==> src/rtl/dcache_wt_direct_if.sv <==
// Bus bundle for the write-through data cache: pipeline load/store port plus
// the registered request/valid port toward byte-addressable data memory.
interface dcache_wt_direct_if #(
  parameter int ADDR_WIDTH = 32
);
  // Handshakes: the pipeline holds req/we/address/byte_en/wdata stable while
  // stall=1 and the access completes in the first cycle with stall=0; toward
  // memory, mem_* outputs stay constant while mem_req=1 and the transaction
  // completes in the single cycle mem_valid=1 (mem_valid is ignored otherwise).
  logic                  req;
  logic                  we;
  logic [ADDR_WIDTH-1:0] address;
  logic [3:0]            byte_en;
  logic [31:0]           wdata;
  logic                  flush;
  logic [31:0]           rdata;
  logic                  stall;
  logic                  mem_req;
  logic                  mem_we;
  logic [ADDR_WIDTH-1:0] mem_address;
  logic [3:0]            mem_byte_en;
  logic [31:0]           mem_wdata;
  logic                  mem_valid;
  logic [31:0]           mem_rdata;

  modport slave (
    input  req, we, address, byte_en, wdata, flush, mem_valid, mem_rdata,
    output rdata, stall, mem_req, mem_we, mem_address, mem_byte_en, mem_wdata
  );

  modport master (
    output req, we, address, byte_en, wdata, flush, mem_valid, mem_rdata,
    input  rdata, stall, mem_req, mem_we, mem_address, mem_byte_en, mem_wdata
  );
endinterface

==> src/rtl/dcache_wt_direct.sv <==
// Direct-mapped, write-through, no-write-allocate data cache with one-word
// lines; read hits complete combinationally, misses and stores go to memory.
module dcache_wt_direct #(
  parameter int DATA_WIDTH = 32,
  parameter int SETS       = 16,
  parameter int ADDR_WIDTH = 32
) (
  input  logic                clk,
  input  logic                rst_n,
  dcache_wt_direct_if.slave   bus,
  output logic [1:0]          dbg_state,
  output logic                dbg_flush_pending
);
  localparam int INDEX_W = $clog2(SETS);
  localparam int TAG_W   = ADDR_WIDTH - 2 - INDEX_W;

  typedef enum logic [1:0] {
    IDLE  = 2'd0,
    FETCH = 2'd1,
    WRITE = 2'd2
  } state_t;

  state_t                state_q, state_d;
  logic                  flush_pending_q, flush_pending_d;
  logic                  store_hit_q, store_hit_d;
  logic                  mem_req_q, mem_req_d;
  logic                  mem_we_q, mem_we_d;
  logic [ADDR_WIDTH-1:0] mem_address_q, mem_address_d;
  logic [3:0]            mem_byte_en_q, mem_byte_en_d;
  logic [31:0]           mem_wdata_q, mem_wdata_d;

  logic [SETS-1:0]       valid_q;
  logic [TAG_W-1:0]      tag_q  [SETS];
  logic [DATA_WIDTH-1:0] data_q [SETS];

  logic [INDEX_W-1:0]    lk_index;
  logic [TAG_W-1:0]      lk_tag;
  logic                  hit;
  logic                  done;
  logic                  clear_all;
  logic                  fill;
  logic                  merge;
  logic                  unused_addr_bits;

  // The pipeline holds its address stable for the whole transaction, so the
  // live address also names the line to refill or merge at completion.
  assign lk_index         = bus.address[2 +: INDEX_W];
  assign lk_tag           = bus.address[ADDR_WIDTH-1 -: TAG_W];
  assign hit              = bus.req & valid_q[lk_index] & (tag_q[lk_index] == lk_tag);
  assign done             = bus.mem_valid & mem_req_q;
  assign unused_addr_bits = ^bus.address[1:0];

  always_ff @(posedge clk or negedge rst_n) begin
    if (!rst_n) begin
      state_q         <= IDLE;
      flush_pending_q <= 1'b0;
      store_hit_q     <= 1'b0;
      mem_req_q       <= 1'b0;
      mem_we_q        <= 1'b0;
      mem_address_q   <= '0;
      mem_byte_en_q   <= '0;
      mem_wdata_q     <= '0;
    end else begin
      state_q         <= state_d;
      flush_pending_q <= flush_pending_d;
      store_hit_q     <= store_hit_d;
      mem_req_q       <= mem_req_d;
      mem_we_q        <= mem_we_d;
      mem_address_q   <= mem_address_d;
      mem_byte_en_q   <= mem_byte_en_d;
      mem_wdata_q     <= mem_wdata_d;
    end
  end

  always_comb begin
    state_d         = state_q;
    flush_pending_d = flush_pending_q;
    store_hit_d     = store_hit_q;
    mem_req_d       = mem_req_q;
    mem_we_d        = mem_we_q;
    mem_address_d   = mem_address_q;
    mem_byte_en_d   = mem_byte_en_q;
    mem_wdata_d     = mem_wdata_q;
    bus.stall       = 1'b0;
    bus.rdata       = '0;
    clear_all       = 1'b0;
    fill            = 1'b0;
    merge           = 1'b0;

    case (state_q)
      IDLE: begin
        clear_all = bus.flush;
        if (bus.req) begin
          if (bus.we) begin
            bus.stall     = 1'b1;
            state_d       = WRITE;
            store_hit_d   = hit;
            mem_req_d     = 1'b1;
            mem_we_d      = 1'b1;
            mem_address_d = {bus.address[ADDR_WIDTH-1:2], 2'b00};
            mem_byte_en_d = bus.byte_en;
            mem_wdata_d   = bus.wdata;
          end else if (hit) begin
            bus.rdata = data_q[lk_index];
          end else begin
            bus.stall     = 1'b1;
            state_d       = FETCH;
            mem_req_d     = 1'b1;
            mem_we_d      = 1'b0;
            mem_address_d = {bus.address[ADDR_WIDTH-1:2], 2'b00};
            mem_byte_en_d = '0;
            mem_wdata_d   = '0;
          end
        end
      end

      FETCH, WRITE: begin
        if (bus.flush) flush_pending_d = 1'b1;
        if (done) begin
          // A flush seen at any point during the transaction wins over the refill.
          clear_all       = flush_pending_q | bus.flush;
          flush_pending_d = 1'b0;
          fill            = (state_q == FETCH);
          merge           = (state_q == WRITE) & store_hit_q;
          state_d         = IDLE;
          mem_req_d       = 1'b0;
          mem_we_d        = 1'b0;
          if (state_q == FETCH) bus.rdata = bus.mem_rdata;
        end else begin
          bus.stall = 1'b1;
        end
      end

      default: begin
        state_d   = IDLE;
        mem_req_d = 1'b0;
        mem_we_d  = 1'b0;
      end
    endcase
  end

  always_ff @(posedge clk or negedge rst_n) begin
    if (!rst_n) begin
      valid_q <= '0;
    end else if (clear_all) begin
      valid_q <= '0;
    end else if (fill) begin
      valid_q[lk_index] <= 1'b1;
    end
  end

  always_ff @(posedge clk) begin
    if (fill) begin
      data_q[lk_index] <= bus.mem_rdata;
      tag_q[lk_index]  <= lk_tag;
    end else if (merge) begin
      for (int k = 0; k < 4; k++) begin
        if (mem_byte_en_q[k]) data_q[lk_index][8*k +: 8] <= mem_wdata_q[8*k +: 8];
      end
    end
  end

  assign bus.mem_req        = mem_req_q;
  assign bus.mem_we         = mem_we_q;
  assign bus.mem_address    = mem_address_q;
  assign bus.mem_byte_en    = mem_byte_en_q;
  assign bus.mem_wdata      = mem_wdata_q;
  assign dbg_state          = state_q;
  assign dbg_flush_pending  = flush_pending_q;
endmodule
==> src/flat_wrapper.sv <==
// flat-port wrapper written by rule: the top's interface ports become plain ports
module dcache_wt_direct_flat 
#(
  parameter int DATA_WIDTH = 32,
  parameter int SETS       = 16,
  parameter int ADDR_WIDTH = 32
)
  (clk, rst_n, dbg_state, dbg_flush_pending, bus_req, bus_we, bus_address, bus_byte_en, bus_wdata, bus_flush, bus_mem_valid, bus_mem_rdata, bus_rdata, bus_stall, bus_mem_req, bus_mem_we, bus_mem_address, bus_mem_byte_en, bus_mem_wdata);
  dcache_wt_direct_if #(.ADDR_WIDTH(ADDR_WIDTH)) bus_i ();
  input  logic clk;
  input  logic rst_n;
  output logic [1:0] dbg_state;
  output logic dbg_flush_pending;
  input wire logic [$bits(bus_i.req)-1:0] bus_req;
  input wire logic [$bits(bus_i.we)-1:0] bus_we;
  input wire logic [$bits(bus_i.address)-1:0] bus_address;
  input wire logic [$bits(bus_i.byte_en)-1:0] bus_byte_en;
  input wire logic [$bits(bus_i.wdata)-1:0] bus_wdata;
  input wire logic [$bits(bus_i.flush)-1:0] bus_flush;
  input wire logic [$bits(bus_i.mem_valid)-1:0] bus_mem_valid;
  input wire logic [$bits(bus_i.mem_rdata)-1:0] bus_mem_rdata;
  output wire logic [$bits(bus_i.rdata)-1:0] bus_rdata;
  output wire logic [$bits(bus_i.stall)-1:0] bus_stall;
  output wire logic [$bits(bus_i.mem_req)-1:0] bus_mem_req;
  output wire logic [$bits(bus_i.mem_we)-1:0] bus_mem_we;
  output wire logic [$bits(bus_i.mem_address)-1:0] bus_mem_address;
  output wire logic [$bits(bus_i.mem_byte_en)-1:0] bus_mem_byte_en;
  output wire logic [$bits(bus_i.mem_wdata)-1:0] bus_mem_wdata;
  assign bus_i.req = bus_req;
  assign bus_i.we = bus_we;
  assign bus_i.address = bus_address;
  assign bus_i.byte_en = bus_byte_en;
  assign bus_i.wdata = bus_wdata;
  assign bus_i.flush = bus_flush;
  assign bus_i.mem_valid = bus_mem_valid;
  assign bus_i.mem_rdata = bus_mem_rdata;
  assign bus_rdata = bus_i.rdata;
  assign bus_stall = bus_i.stall;
  assign bus_mem_req = bus_i.mem_req;
  assign bus_mem_we = bus_i.mem_we;
  assign bus_mem_address = bus_i.mem_address;
  assign bus_mem_byte_en = bus_i.mem_byte_en;
  assign bus_mem_wdata = bus_i.mem_wdata;
  dcache_wt_direct #(.DATA_WIDTH(DATA_WIDTH), .SETS(SETS), .ADDR_WIDTH(ADDR_WIDTH)) u_core (.clk(clk), .rst_n(rst_n), .bus(bus_i), .dbg_state(dbg_state), .dbg_flush_pending(dbg_flush_pending));
endmodule
==> config.mk <==
export PLATFORM = sky130hd
export DESIGN_NAME = dcache_wt_direct_flat
export DESIGN_NICKNAME = d
export VERILOG_FILES = /design/src/rtl/dcache_wt_direct_if.sv /design/src/rtl/dcache_wt_direct.sv /design/src/flat_wrapper.sv
export SDC_FILE = /design/constraint.sdc
export NUM_CORES = 1
export LEC_CHECK = 0
export CELL_PAD_IN_SITES_DETAIL_PLACEMENT = 0
export CELL_PAD_IN_SITES_GLOBAL_PLACEMENT = 2
export CORE_MARGIN = 8
export CORE_UTILIZATION = 53
export DETAILED_ROUTE_END_ITERATION = 6
export DONT_BUFFER_PORTS = 1
export PLACE_DENSITY = 0.87
export SLEW_MARGIN = 0
export SYNTH_ARGS = -nofsm -noshare
export SYNTH_HDL_FRONTEND = slang
export SYNTH_SLANG_ARGS = --single-unit
export TNS_END_PERCENT = 20
==> constraint.sdc <==
create_clock -name clk -period 5.4 [get_ports clk]
set_input_delay 0.54 -clock clk [delete_from_list [all_inputs] [get_ports clk]]
set_output_delay 0.54 -clock clk [all_outputs]
set_load 0.01 [all_outputs]
==> flow_summary.ini <==
[critical_path]
worstPathArrival_ns = 4.16
critical_path_required_ns = 4.86
end_kind = primary output
path_class = in2out
regToRegStartpoint = u_core.bus.mem_we
startpoint = bus_address[3]
cp_max_fo = 230
cp-start-kind = input port

[timing]
fin_crit_ns = 4.70
max_slew_margin = 0.148
setup_violations = 0
fin_ws_ns = 0.702
tightest_slew_ns = 1.27
slew_viol_final = 0
hold_viol_final = 0
rsz0062_at_grt = false
hold-worst-slack_ns = 0.0330
min_period_over_period = 0.870
clock_skew_ns = 0.0235
tns_ns = 0
fmax_mhz = 213

[finish]
drive_gt1_frac = 0.243
final_cell_mix = edfxtp_1 (928), mux4_2 (247), nand2_1 (130)
layout_commonest_cell = edfxtp_1
fin_cells = 3299
fin_nets = 2291
area_growth_pct = 13.0
final_area_um2 = 46100
finalCoreUtilization = 0.606

[synthesis]
synth_top_family_by_area = multiplexers
synth-async-reset-ratio = 0.0857
synth-xor-area-share = 0.00730
synthCells = 2066
synth_compound_area_frac = 0.0319
synth-simple-area-share = 0.0324
synth_flop_cell = edfxtp_1
synth.distinct_cells = 69
synth_mux_area_frac = 0.171
syn_area_per_cell_um2 = 19.7
synthAdderAreaFrac = 0.00123
ys_seq_area_frac = 0.737
yosysWarnings = 0
syn_area_um2 = 40800
ys_ff_latch = 1015
synth_edf_count = 928

[job]
cap_violations = 0

[route]
vias = 19976
routedWlPerCell_um = 28.6
via_per_inst = 6.06
drc = 0
drt-total-wl_um = 94200
firstDrtPassIters = 5
drt-initial-drc-count = 1871
ant_nets = 0

[power_and_ir_drop]
powerDensity_nw_per_um2 = 385
finalPower_mw = 17.7
p_leak_nw = 15.0
irDropWorstVdd_mv = 0.311

[min_path]
min_from = bus_wdata[22]
hold_class = in2reg

[placed_design]
io_buffers = 0
preCtsSetupSlack_ns = 1.18
place_congestion = 0.801
post_dp_cell_area_um2 = 42100
dp_hpwl_um = 54600
dp_cells = 3046

[clocking]
clockRootBuffer = clkbuf_16
cts_buffers = 100
clockBufferDepth = 3
cts.sinks = 1015
clkTransAtPathRegs_ns = 0.06
clk_latency_ns = 0.66
cts_tree = built
h-tree-depth = 3

[grt]
grt_first_pass_wirelength_um = 139000
grt_usage = 0.217
grt_pass1_vias = 21028
grt_max_degree = 231
overflow = 0
antenna_found_initial = 2

[floorplanning]
die_h_um = 293
floorplan.initialDensity = 0.536
num_rows = 101
die_width_um = 293
dieArea_um2 = 86100
io-pin-count = 212
core-area_um2 = 76100

[run_status]
status = finished clean
## layout make-up
| cell class | count | area [um^2] |
|---|---|---|
| multi-input combinational | 897 | 10100 |
| clock buffer | 131 | 2720 |
| timing repair buffer | 122 | 1100 |
| fill | 5394 | 30000 |
| clock inverter | 57 | 641 |
| antenna | 2 | 5.00 |
| tap | 1030 | 1290 |
| inverter | 45 | 170 |
| sequential | 1015 | 30000 |
## state kept, by name, indices dropped and copies added, names as in the netlist
name                      count
u_core.dbg_flush_pending      1
u_core.bus.mem_req            1
u_core.bus.mem_we             1
u_core.bus.mem_address       30
u_core.bus.mem_byte_en        4
u_core.store_hit_q            1
u_core.data_q               512
u_core.tag_q                416
u_core.bus.mem_wdata         32
u_core.dbg_state              1
u_core.valid_q               16
## critical path, stage by stage
cell	delay (ns)
nor2_1	0.66
buf_4	0.29
a22o_1	0.15
a221oi_1	0.06
xnor2_1	0.18
or4_1	0.61
a2111oi_2	0.37
nand2_2	0.15
buf_4	0.33
o21ai_0	0.44
## metal layers
metal | global-route usage | up-vias | wire length [um]
met5 | 0 | - | 0
met4 | 0.0554 | 0 | 2110
met3 | 0.0539 | 144 | 7580
met2 | 0.368 | 766 | 47800
met1 | 0.281 | 10532 | 36700
li1 | - | 8534 | -
## timing repair
action | in CTS | in global routing
gates resized for setup | 0 | 0
buffers inserted | 0 | 0
endpoints found under the hold margin | 538 | 0
hold buffers | 63 | 0
setup endpoints to repair | 0 | 0
## kinds of logic (layout without fill, tap and decap cells)
kind of cell,Yosys count,in the layout
buffers and inverters,155,355
and+or+nand+nor,296,296
AOI/OAI and AO/OA,189,189
xor gates and xnor gates,34,34
muxes,372,372
other,1,4
DFF,1015,1015
adders and majority gates,4,4
## where the power goes
| group | total, mW | internal [mW] | switching, mW | leakage [nW] |
|---|---|---|---|---|
| Sequential | 9.23 | 8.87 | 0.369 | 9.45 |
| Combinational | 1.41 | 0.661 | 0.749 | 3.98 |
| Clock | 7.08 | 4.18 | 2.90 | 1.62 |
| Total | 17.7 | 13.7 | 4.02 | 15.0 |
## synthesized netlist by cell type, types with 7 or more instances
library cell	n	share of area
edfxtp_1	928	0.68
mux4_2	247	0.14
nand2_1	130	0.012
mux2i_1	89	0.022
nor2_1	89	0.0082
dfrtp_1	87	0.053
o21ai_0	56	0.0069
clkbuf_1	52	0.0048
inv_1	43	0.0040
nand2b_1	33	0.0051
buf_2	31	0.0038
mux2_4	30	0.011
o21ai_2	30	0.0064
o21ai_1	20	0.0025
xor2_1	18	0.0039
a22oi_1	17	0.0031
o21a_1	16	0.0029
xnor2_1	16	0.0034
a21oi_1	10	0.0012
buf_4	10	0.0018
buf_6	9	0.0025
nand3_1	7	0.00086
nor2b_1	7	0.0011
## path summary, 6_finish.rpt
check,to,slack [ns],cells after the start
max,bus_rdata[0],0.70,10
min,u_core.bus.mem_wdata[22],0.03,2
max reg2reg,u_core.data_q[8][8],1.59,7
min reg2reg,u_core.store_hit_q,0.48,2
max in group asynchronous,u_core.bus.mem_address[8],4.46,2
min in group asynchronous,u_core.bus.mem_wdata[14],0.48,2
Note: power is estimated with default switching activity, not from simulation.
